**config.mk**
```make
export PLATFORM = sky130hd
export DESIGN_NAME = ddr_frame_reader
export DESIGN_NICKNAME = d
export VERILOG_FILES = /design/src/rtl/ddr_frame_reader.sv
export SDC_FILE = /design/constraint.sdc
export NUM_CORES = 1
export LEC_CHECK = 0
export ABC_AREA = 1
export CAP_MARGIN = 20
export CORE_MARGIN = 2
export CORE_UTILIZATION = 40
export DETAILED_ROUTE_END_ITERATION = 10
export GPL_TIMING_DRIVEN = 0
export PLACE_DENSITY_LB_ADDON = 0.1
export SKIP_LAST_GASP = 1
export SLEW_MARGIN = 20
export SYNTH_ARGS = -nofsm -noshare
export SYNTH_HDL_FRONTEND = slang
export SYNTH_SLANG_ARGS = --single-unit
```
**constraint.sdc**
```tcl
create_clock -name clk -period 2.5 [get_ports clk]
set_input_delay 0.375 -clock clk [delete_from_list [all_inputs] [get_ports clk]]
set_output_delay 0.375 -clock clk [all_outputs]
set_load 0.01 [all_outputs]
```
**src/rtl/ddr_frame_reader.sv**
```systemverilog
// DDR read-side frame player: fetches 128-bit words and unpacks five 24-bit pixels per word.
// Optional macro LOOP_PLAYBACK_EN: replay the stored sequence continuously instead of returning to idle.
module ddr_frame_reader #(
  parameter int unsigned MAX_ADDRESS      = 39322,
  parameter int unsigned NUMBER_OF_PIXELS = 196608,
  parameter int unsigned PIXEL_WIDTH      = 20,
  parameter int unsigned NUMBER_OF_FRAMES = 226
) (
  input  logic          clk,
  input  logic          cpu_resetn,
  input  logic          end_of_write,
  input  logic          start,
  input  logic          rd_busy,
  input  logic          rd_data_valid,
  input  logic [127:0]  rd_data,
  output logic          rd_en,
  output logic [23:0]   rd_addr,
  output logic [23:0]   pixel_out,
  output logic          pixel_valid,
  input  logic          pixel_ready,
  output logic          end_of_frame,
  output logic          full_read_ready,
  output logic [8:0]    frame_number
);

  localparam int unsigned ADDR_W  = 24;
  localparam int unsigned PIX_W   = 24;
  localparam int unsigned FRAME_W = 9;
  localparam int unsigned LINE_W  = 3;
  localparam int unsigned WORD_W  = 5 * PIX_W;

  localparam logic [ADDR_W-1:0]      LAST_WORD  = ADDR_W'(MAX_ADDRESS - 1);
  localparam logic [PIXEL_WIDTH-1:0] LAST_PIXEL = PIXEL_WIDTH'(NUMBER_OF_PIXELS - 1);
  localparam logic [FRAME_W-1:0]     LAST_FRAME = FRAME_W'(NUMBER_OF_FRAMES - 1);
  localparam logic [LINE_W-1:0]      LAST_LINE  = LINE_W'(4);

  typedef enum logic [1:0] {
    S_IDLE,
    S_ISSUE,
    S_WAIT_DATA,
    S_UNPACK
  } state_t;

  state_t                   r_state;
  state_t                   w_state_next;

  logic                     r_rd_en;
  logic [ADDR_W-1:0]        r_rd_addr;
  logic [PIX_W-1:0]         r_pixel_out;
  logic                     r_pixel_valid;
  logic                     r_full_read_ready;
  logic [FRAME_W-1:0]       r_frame_number;
  logic [WORD_W-1:0]        r_word;
  logic [ADDR_W-1:0]        r_word_idx;
  logic [LINE_W-1:0]        r_pixel_in_line;
  logic [PIXEL_WIDTH-1:0]   r_pixel_number;

  logic                     w_handshake;
  logic                     w_word_done;
  logic                     w_frame_done;
  logic                     w_seq_done;
  logic [LINE_W-1:0]        w_next_line;
  logic [PIX_W-1:0]         w_next_slice;
  logic                     w_unused_hi;

  // Byte 15 of each DDR word carries no pixel data.
  assign w_unused_hi = ^rd_data[127:120];

  assign w_handshake  = r_pixel_valid && pixel_ready;
  assign w_word_done  = w_handshake && ((r_pixel_in_line == LAST_LINE) || (r_pixel_number == LAST_PIXEL));
  assign w_frame_done = w_word_done && (r_word_idx == LAST_WORD);
  assign w_seq_done   = w_frame_done && (r_frame_number == LAST_FRAME);
  assign w_next_line  = r_pixel_in_line + LINE_W'(1);

  // Pixel presented after the current one is accepted.
  always_comb begin
    w_next_slice = '0;
    case (w_next_line)
      3'd1:    w_next_slice = r_word[47:24];
      3'd2:    w_next_slice = r_word[71:48];
      3'd3:    w_next_slice = r_word[95:72];
      3'd4:    w_next_slice = r_word[119:96];
      default: w_next_slice = '0;
    endcase
  end

  always_ff @(posedge clk or negedge cpu_resetn) begin
    if (!cpu_resetn) begin
      r_state <= S_IDLE;
    end else begin
      r_state <= w_state_next;
    end
  end

  always_comb begin
    w_state_next = r_state;
    case (r_state)
      S_IDLE: begin
        if (end_of_write && start) begin
          w_state_next = S_ISSUE;
        end
      end
      S_ISSUE: begin
        if (!rd_busy) begin
          w_state_next = S_WAIT_DATA;
        end
      end
      S_WAIT_DATA: begin
        if (rd_data_valid) begin
          w_state_next = S_UNPACK;
        end
      end
      S_UNPACK: begin
        if (w_word_done) begin
          if (w_seq_done) begin
`ifdef LOOP_PLAYBACK_EN
            w_state_next = S_ISSUE;
`else
            w_state_next = S_IDLE;
`endif
          end else begin
            w_state_next = S_ISSUE;
          end
        end
      end
      default: w_state_next = S_IDLE;
    endcase
  end

  // Read request, word capture and pixel/frame bookkeeping.
  always_ff @(posedge clk or negedge cpu_resetn) begin
    if (!cpu_resetn) begin
      r_rd_en           <= 1'b0;
      r_rd_addr         <= '0;
      r_pixel_out       <= '0;
      r_pixel_valid     <= 1'b0;
      r_full_read_ready <= 1'b0;
      r_frame_number    <= '0;
      r_word            <= '0;
      r_word_idx        <= '0;
      r_pixel_in_line   <= '0;
      r_pixel_number    <= '0;
    end else begin
      r_rd_en           <= (r_state == S_ISSUE) && !rd_busy;
      r_full_read_ready <= w_seq_done;
      if ((r_state == S_WAIT_DATA) && rd_data_valid) begin
        r_word          <= rd_data[WORD_W-1:0];
        r_pixel_in_line <= '0;
        r_pixel_out     <= rd_data[PIX_W-1:0];
        r_pixel_valid   <= 1'b1;
      end else if (w_handshake) begin
        r_pixel_number  <= r_pixel_number + PIXEL_WIDTH'(1);
        r_pixel_in_line <= w_next_line;
        r_pixel_out     <= w_next_slice;
        if (w_word_done) begin
          r_pixel_valid <= 1'b0;
          r_rd_addr     <= r_rd_addr + ADDR_W'(1);
          r_word_idx    <= r_word_idx + ADDR_W'(1);
          if (w_frame_done) begin
            r_word_idx     <= '0;
            r_pixel_number <= '0;
            r_frame_number <= r_frame_number + FRAME_W'(1);
          end
          if (w_seq_done) begin
            r_frame_number <= '0;
            r_rd_addr      <= '0;
          end
        end
      end
    end
  end

  assign rd_en           = r_rd_en;
  assign rd_addr         = r_rd_addr;
  assign pixel_out       = r_pixel_out;
  assign pixel_valid     = r_pixel_valid;
  assign full_read_ready = r_full_read_ready;
  assign frame_number    = r_frame_number;
  assign end_of_frame    = r_pixel_valid && (r_pixel_number == LAST_PIXEL);

endmodule

```
Word-level counts from Yosys, hierarchy flattened

Cells that the tools add are included.

$add $sub $neg: 5
Eq/ne operators: 15
Muxes and demuxes: 20
Bitwise logic cells: 1
Reductions and logical operators: 19

Operators by type and width:

| cell                                             | number |
|---|---|
| 2-to-1 mux 24 bit                                | 4 |
| one-hot mux 24 bit (4 select lines)              | 1 |
| adder 24 x 1 -> 24 bit (second input constant)   | 2 |
| 2-to-1 mux 20 bit                                | 2 |
| == test 24 x 16 -> 1 bit (second input constant) | 1 |
| adder 20 x 1 -> 20 bit (second input constant)   | 1 |
| == test 20 x 18 -> 1 bit (second input constant) | 1 |
| 2-to-1 mux 9 bit                                 | 2 |
| adder 9 x 1 -> 9 bit (second input constant)     | 1 |
| == test 9 x 8 -> 1 bit (second input constant)   | 1 |
| logical AND 1 bit                                | 8 |
| 2-to-1 mux 2 bit                                 | 4 |
| != test 2 bit (second input constant)            | 4 |
| one-hot mux 2 bit (4 select lines)               | 1 |
| AND reduction 4 bit                              | 2 |
| == test 3 x 2 -> 1 bit (second input constant)   | 2 |
| == test 3 bit (second input constant)            | 2 |
| 2-to-1 mux 3 bit                                 | 2 |
| nonzero test 2 bit                               | 3 |
| == test 2 bit (second input constant)            | 2 |
| 2-to-1 mux 1 bit                                 | 4 |
| AND reduction 2 bit                              | 2 |
| adder 3 x 1 -> 3 bit (second input constant)     | 1 |
| == test 3 x 1 -> 1 bit (second input constant)   | 1 |
| other kinds (6)                                  | 6 |

Bits in registers: 229
Input port bits: 135
Output and inout bits: 61

Longest topological paths before layout

Gate-level depths: netlist of the first run.

Word-level depth: 8
Mapped depth: 14

Worst setup path before layout of the first run

Ideal clock, no wire load.

Kind: register -> register
Start: register r_state[0]
End: register r_pixel_number[13]
Arrival time: 1.748 ns
Required time: 2.381 ns
Setup slack: 0.634 ns
Cell stages (with the launch flop): 12
Path buffers: 0
Clock period less this slack: 1.866 ns
Cells stage by stage: dfrtp_1 inv_1 ha_1 nand2_1 inv_2 nor2_8 nand4_1 nor2_1 nand2_1 nor2_1 xnor2_1 nor2_1

Word-level cells in the longest chain between the ends: 4

Ends and longest elaborated chain:

| what                          | RTL line | text |
|---|---|---|
| from (decl)                   | 44       | `state_t r_state;` |
| from (signal assigned)        | 91       | `r_state <= w_state_next;` |
| == test 2 bit                 | 146      | `if ((r_state == S_WAIT_DATA) && rd_data_valid) begin` |
| logical AND 1 bit             | 146      |  |
| NOT 1 bit (no line)           | n/a      |  |
| AND reduction 2 bit (no line) | n/a      |  |
| to (signal assigned)          | 152      | `r_pixel_number <= r_pixel_number + PIXEL_WIDTH'(1);` |
| to (decl)                     | 56       | `logic [PIXEL_WIDTH-1:0] r_pixel_number;` |

Every way passes these cells.
A chain may end at the register's enable or synchronous reset.

Worst setup path after layout of the first run

Start: register r_state[0]
End: register r_word_idx[3]

Word-level cells in the longest chain between the ends: 4

Ends and longest elaborated chain:

| what                          | RTL line | text |
|---|---|---|
| == test 2 bit                 | 146      |  |
| logical AND 1 bit             | 146      |  |
| NOT 1 bit (no line)           | n/a      |  |
| AND reduction 3 bit (no line) | n/a      |  |
| to (signal assigned)          | 158      | `r_word_idx <= r_word_idx + ADDR_W'(1);` |
| to (decl)                     | 54       | `logic [ADDR_W-1:0] r_word_idx;` |

Every way passes these cells.

==> flow_summary_export.csv, run 1 <==
group,metric,value,unit
clock_tree,root_buffer,"clkbuf_16",
synth,syn-num-nets,1575,
sta,drv_slew,0,
sta,worstMarginPinSlew,0.698,ns
critical_path,path_cells,"inv_1, ha_1, nand2_4, inv_2, nor2_8, nand2_4, nor2_4, inv_1, and3_1",
critical_path,path_class,"reg -> reg",
power_and_ir_drop,pwr_density_cell,934,mW/mm^2
synth,synth_top_cell_area_share,48.4,%
floorplanning,dieArea,0.0278,mm^2
global_routing,grt_overflow,0,
synth,yosys_warnings,0,
critical_path,critPathLaunchType,"flop",
cells_and_area,seq_area,0.00513,mm^2
clock_tree,cts_sinks,205,
clock_tree,clockBufferDepth,3,
sta,finClkSkew,0.0231,ns
critical_path,timing.critical_path.buf_inv,3,
power_and_ir_drop,power,12.9,mW
synth,yosysTopAreaCell,"dfrtp_1",
critical_path,crit_arrival,2.77,ns
critical_path,reg2reg_slack,0.14,ns
global_routing,antenna_found_initial,4,
synth,syn_area_per_cell,7.45,um^2
outcome,status,"complete, no violations",
synth,seq_area_frac_synth,48.4,%
critical_path,critPathSlowestCell,"dfrtp_1",
critical_path,cp-end-kind,"flop",
detailed_routing,vias,9862,
detailed_routing,drt_iter0_drc,666,
synth,async_reset_ff_share,100,%
clock_tree,numCtsBuffers,24,
critical_path,slowest_delay,0.42,ns
cells_and_area,area_delta_synth_final,30.1,%
synth,synth.distinct_cells,41,
synth,synthTopCellsByArea,"dfrtp_1, nand2_1, nand3_1",
sta,fmax,0.424,GHz
synth,ys_ff_latch,205,
synth,synth_edf_count,0,
clock_tree,tritoncts,"built",
critical_path,critPathMaxFanout,8,
cells_and_area,drive_above_1_share,5.73,%
critical_path,crit_required,2.92,ns
placement,port_buffers,187,
floorplanning,num_rows,59,
global_routing,grt_pass1_vias,9905,
clock_tree,clk_latency,0.54,ns
sta,fin_crit_sh,94.3,%
sta,rsz0062_at_grt,"no",
detailed_routing,first_pass_iters,5,
placement,place_congestion,0.900,
floorplanning,start_util,40.7,%
placement,pre_cts_slack,-0.456,ns
sta,hold_viol_final,0,
synth,yosysMostFrequentCell,"nand2_1",
power_and_ir_drop,leakagePower,6.80,nW
global_routing,grt_use_total,23.5,%
sta,max_slew_margin,53.5,%
detailed_routing,drc,0,
clock_tree,clk_transition_reported_paths,0.06,ns
global_routing,grt_pass1_wl,52800,um
global_routing,grt_max_degree,84,
synth,syn_area,0.0106,mm^2
floorplanning,io_pins,196,
detailed_routing,wirelength,32500,um
synth,ys_top_cells_by_count,"nand2_1, dfrtp_1, inv_1",
run,drv_cap,0,
floorplanning,die_h,167,um
detailed_routing,postRouteAntennaNets,0,
synth,synth_ff_type,"dfrtp_1",
sta,fin_ws,0.143,ns
hold_path,min_path_type,"in -> async",
cells_and_area,fillCellCount,2587,
detailed_routing,post_drt_wl_per_cell,16.3,um
critical_path,critPathTopFamily,"simple AND/OR/NAND/NOR gates",
clock_tree,cts_max_level,1,
cells_and_area,multi_input_area,0.00483,mm^2
floorplanning,core-area,0.0261,mm^2
cells_and_area,nets,1794,
power_and_ir_drop,ir_drop,461,uV
detailed_routing,viasPerCell,4.95,
sta,final.min_clock_period,2.36,ns
synth,netlist_instances,1423,
floorplanning,die_w,167,um
sta,setup_violations,0,
placement,place_hpwl,24100,um
sta,tns,0,ns
==> cell type report <==
class | count | share of cell area, %
Antenna cell | 1 | 0.0181
Buffer | 52 | 1.71
Clock buffer | 31 | 4.69
Clock inverter | 11 | 0.989
Inverter | 113 | 3.10
Multi-Input combinational cell | 1053 | 35.0
Sequential cell | 205 | 37.2
Tap cell | 335 | 3.04
Timing Repair Buffer | 193 | 14.2
==> kinds of logic after synthesis <==
kind of cell | after synthesis | share of synthesized area (%)
compound gates | 56 | 2.83
xor+xnor | 30 | 2.48
fa+ha+maj | 17 | 2.01
buf+inv | 165 | 6.15
flops | 205 | 48.4
mux | 1 | 0.0944
simple gates | 949 | 38.0
==> routing by layer <==
layer | vias to the layer above | share of wire (%) | global-route usage (%)
met1 | 4603 | 45 | 31.9
met5 | - | 0.13 | 0
met2 | 267 | 47 | 39.0
met3 | 50 | 6.1 | 4.78
met4 | 6 | 2.0 | 5.25
li1 | 4936 | - | -
==> worst paths after layout <==
check / cells past startpoint / from / end
hold reg to reg: 2 / r_word[35] / r_word[35]
setup / recovery: 9 / r_state[0] / r_word_idx[3]
min in group clk: 3 / rd_data[117] / r_word[117]
setup reg to reg: 9 / r_state[0] / r_word_idx[3]
max in group asynchronous: 4 / cpu_resetn / r_word[34]
hold / removal: 2 / cpu_resetn / r_pixel_number[12]
==> sequential cells by signal (all words and copies together), names as in the netlist <==
name	cells
r_pixel_number	20
pixel_out	24
r_state	2
rd_en	1
r_pixel_in_line	3
r_word_idx	24
pixel_valid	1
r_word	96
frame_number	9
full_read_ready	1
rd_addr	24
==> where the power goes <==
part	total [mW]	switching (mW)	leakage, nW	internal, mW
Sequential	5.16	0.754	2.55	4.41
Combinational	4.22	2.57	3.87	1.65
Clock	3.50	1.45	0.384	2.05
Total	12.9	4.78	6.80	8.10
==> cells in the final DEF, fill, tap and decap left out, types with 2 or more instances in the layout <==
cell | synthesis | final
nand2_1 | 624 | 623
dfrtp_1 | 205 | 205
clkdlybuf4s50_1 | 0 | 185
inv_1 | 108 | 108
nand3_1 | 107 | 107
nor2_1 | 103 | 102
nand4_1 | 52 | 52
clkbuf_1 | 42 | 40
o21ai_0 | 31 | 31
clkbuf_16 | 0 | 24
nor3_1 | 21 | 21
xor2_1 | 19 | 19
ha_1 | 17 | 17
a21oi_1 | 13 | 13
xnor2_1 | 11 | 11
clkbuf_2 | 0 | 7
clkinv_2 | 1 | 7
nand3b_1 | 7 | 7
nand2_2 | 6 | 6
nor2_2 | 4 | 5
buf_2 | 4 | 5
o22ai_1 | 5 | 5
or2_2 | 5 | 5
nor4_1 | 4 | 4
buf_4 | 1 | 4
inv_2 | 4 | 3
nand2_4 | 2 | 3
nor3_2 | 3 | 3
buf_6 | 3 | 3
nand3_2 | 2 | 2
nor2_4 | 2 | 2
nand4_2 | 2 | 2
a21oi_2 | 2 | 2
o21ai_1 | 2 | 2
bufinv_16 | 0 | 2
clkbuf_8 | 0 | 2
buf_16 | 0 | 2
==> per-stage QoR <==
step | hold slack (ns) | instance area [um^2] | cells | utilization (%)
after global placement | 0.464 | 12900 | 1945 | 49.5
final | 0.362 | 13800 | 1994 | 52.9
after CTS | 0.350 | 13800 | 1993 | 52.8
after floorplan | 0.0794 | 10600 | 1423 | -
after global routing | 0.358 | 13800 | 1993 | 52.9
after detailed placement | 0.343 | 12900 | 1947 | 49.7
==> repair_timing <==
| item | in CTS | in global routing |
|---|---|---|
| hold endpoints to repair | 56 | 0 |
| hold buffers | 1 | 0 |
| buffers inserted | 3 | 0 |
| setup endpoints to repair | 143 | 145 |
| gates resized for setup | 5 | 13 |
| pin swaps | 1 | 0 |
Power figures use the tool's default switching activity.
==> run 2, diff against run 1 <==
Settings changed: CORE_UTILIZATION 40 to 53, SETUP_SLACK_MARGIN set to 0.02.
==> flow_summary_export.csv, run 2 (synthesis gave the netlist of run 1 again) <==
group,metric,value,unit
cells_and_area,drive_above_1_share,5.26,%
cells_and_area,final_common_cell,"nand2_1",
global_routing,grtUsageMet2,50.9,%
detailed_routing,postRouteAntennaNets,0,
floorplanning,core-area,0.0195,mm^2
clock_tree,clk_transition_reported_paths,0.06,ns
critical_path,critPathMaxFanout,8,
hold_path,min_path_type,"in -> reg",
global_routing,met3_usage,5.49,%
sta,finClkSkew,0.0164,ns
clock_tree,cts_max_level,1,
floorplanning,die_h,145,um
cells_and_area,largest_register,"r_word",
global_routing,busiest_layer,"met2",
sta,setup_violations,0,
placement,port_buffers,187,
power_and_ir_drop,ir_drop,578,uV
sta,fin_crit_sh,93.8,%
critical_path,critPathTopFamily,"simple AND/OR/NAND/NOR gates",
sta,rsz0062_at_grt,"no",
critical_path,critPathSlowestCell,"dfrtp_1",
clock_tree,root_buffer,"clkbuf_16",
floorplanning,start_util,54.3,%
sta,max_slew_margin,53.0,%
power_and_ir_drop,leakagePower,6.77,nW
power_and_ir_drop,pwr_density_cell,942,mW/mm^2
clock_tree,clockBufferDepth,3,
detailed_routing,first_pass_iters,5,
placement,place_congestion,0.914,
critical_path,cp-end-kind,"flop",
sta,fmax,0.426,GHz
global_routing,met1_usage,37.8,%
critical_path,cp_common_cell,"inv_1",
critical_path,crit_arrival,2.74,ns
sta,hold_viol_final,0,
cells_and_area,area_delta_synth_final,28.9,%
cells_and_area,layout_common_cells,"nand2_1, dfrtp_1, clkdlybuf4s50_1, inv_1, nand3_1",
detailed_routing,viasPerCell,5.30,
run,drv_cap,0,
critical_path,slowest_delay,0.41,ns
global_routing,antenna_found_initial,1,
critical_path,critPathLaunchType,"flop",
global_routing,grt_pass1_wl,50800,um
placement,place_area,0.0129,mm^2
cells_and_area,final_area,0.0137,mm^2
detailed_routing,drt_iter0_drc,570,
global_routing,grt_use_total,29.5,%
clock_tree,cts_sinks,205,
clock_tree,numCtsBuffers,23,
global_routing,grt_max_degree,92,
clock_tree,clk_latency,0.52,ns
critical_path,path_cells,"inv_1, ha_1, nand2_2, inv_2, nor2_8, nand2_4, nor2_4, inv_1, and3_1",
floorplanning,io_pins,196,
sta,worstMarginPinSlew,0.705,ns
cells_and_area,largest_reg_flops,96,
detailed_routing,drc,0,
cells_and_area,nets,1789,
detailed_routing,post_drt_wl_per_cell,16.2,um
clock_tree,tritoncts,"built",
detailed_routing,vias,10182,
global_routing,grt_overflow,0,
cells_and_area,fillCellCount,1659,
critical_path,timing.critical_path.buf_inv,3,
floorplanning,die_w,145,um
global_routing,grt_pass1_vias,10159,
floorplanning,num_rows,51,
sta,final.min_clock_period,2.35,ns
detailed_routing,wirelength,31000,um
sta,drv_slew,0,
critical_path,path_class,"reg -> reg",
outcome,status,"complete, no violations",
floorplanning,dieArea,0.0211,mm^2
power_and_ir_drop,power,12.9,mW
placement,place_hpwl,22800,um
critical_path,crit_required,2.90,ns
==> run 2: cell count changes in the layout (fill, tap and decap cells not counted), moves of 2 or more <==
cell,delta
clkinv_2,-5
clkbuf_8,+2
clkbuf_1,+4
buf_4,-3
==> run 2: worst paths after layout <==
check,cells past startpoint,endpoint,slack (ns),from
min in group asynchronous,2,r_pixel_number[11],0.40,cpu_resetn
max,9,r_word_idx[3],0.15,r_state[0]
min reg2reg,2,r_word[57],0.48,r_word[57]
min,3,r_word[39],0.39,rd_data[39]
max reg2reg,9,r_word_idx[3],0.15,r_state[0]
max in group asynchronous,3,r_word[79],1.28,cpu_resetn
==> run 2: where the power goes <==
| part | switching (mW) | total (mW) | internal, mW |
|---|---|---|---|
| Sequential | 0.763 | 5.17 | 4.41 |
| Combinational | 2.59 | 4.22 | 1.64 |
| Clock | 1.35 | 3.48 | 2.13 |
==> run 2: stage by stage <==
stage / TNS, ns / utilization [%] / setup slack (ns) / cells / hold slack [ns]
after CTS: 0 / 69.9 / 0.0446 / 1919 / 0.383
after global placement: -1555.71 / 65.6 / -7.60 / 1875 / 0.461
after global routing: 0 / 70.0 / 0.0280 / 1920 / 0.388
after floorplan: 0 / - / 0.634 / 1423 / 0.0794
after detailed placement: -2.32 / 65.9 / -0.157 / 1877 / 0.344
final: 0 / 70.0 / 0.154 / 1920 / 0.389
==> run 2: worst register-to-register path: stages (launching register included) <==
cell,delay (ns)
dfrtp_1,0.41
inv_1,0.10
ha_1,0.23
nand2_2,0.19
inv_2,0.14
nor2_8,0.21
nand2_4,0.15
nor2_4,0.30
inv_1,0.26
and3_1,0.25
==> run 2: final cells by class <==
cell class	instances	area, um^2	share of cell area (%)
clock inverters	6	111	0.815
repair buffers	190	1940	14.2
flip-flops and latches	205	5130	37.5
well taps	265	332	2.43
plain buffers	51	231	1.69
clock buffers	36	664	4.86
multi-input cells	1053	4830	35.3
inverters	113	425	3.11
diodes	1	2.50	0.0183
==> run 2: per-layer routing <==
metal	share of wire [%]	routed length [um]
met5	0	0
met4	2.8	874
met3	6.3	1970
met2	49	15300
met1	42	12900
==> run 2: repair_timing <==
action | CTS | global route
setup endpoints to repair | 10 | 141
gates resized for setup | 1 | 17
pin swaps | 0 | 0
hold buffers | 1 | 0
hold endpoints to repair | 57 | 0
buffers inserted | 0 | 0
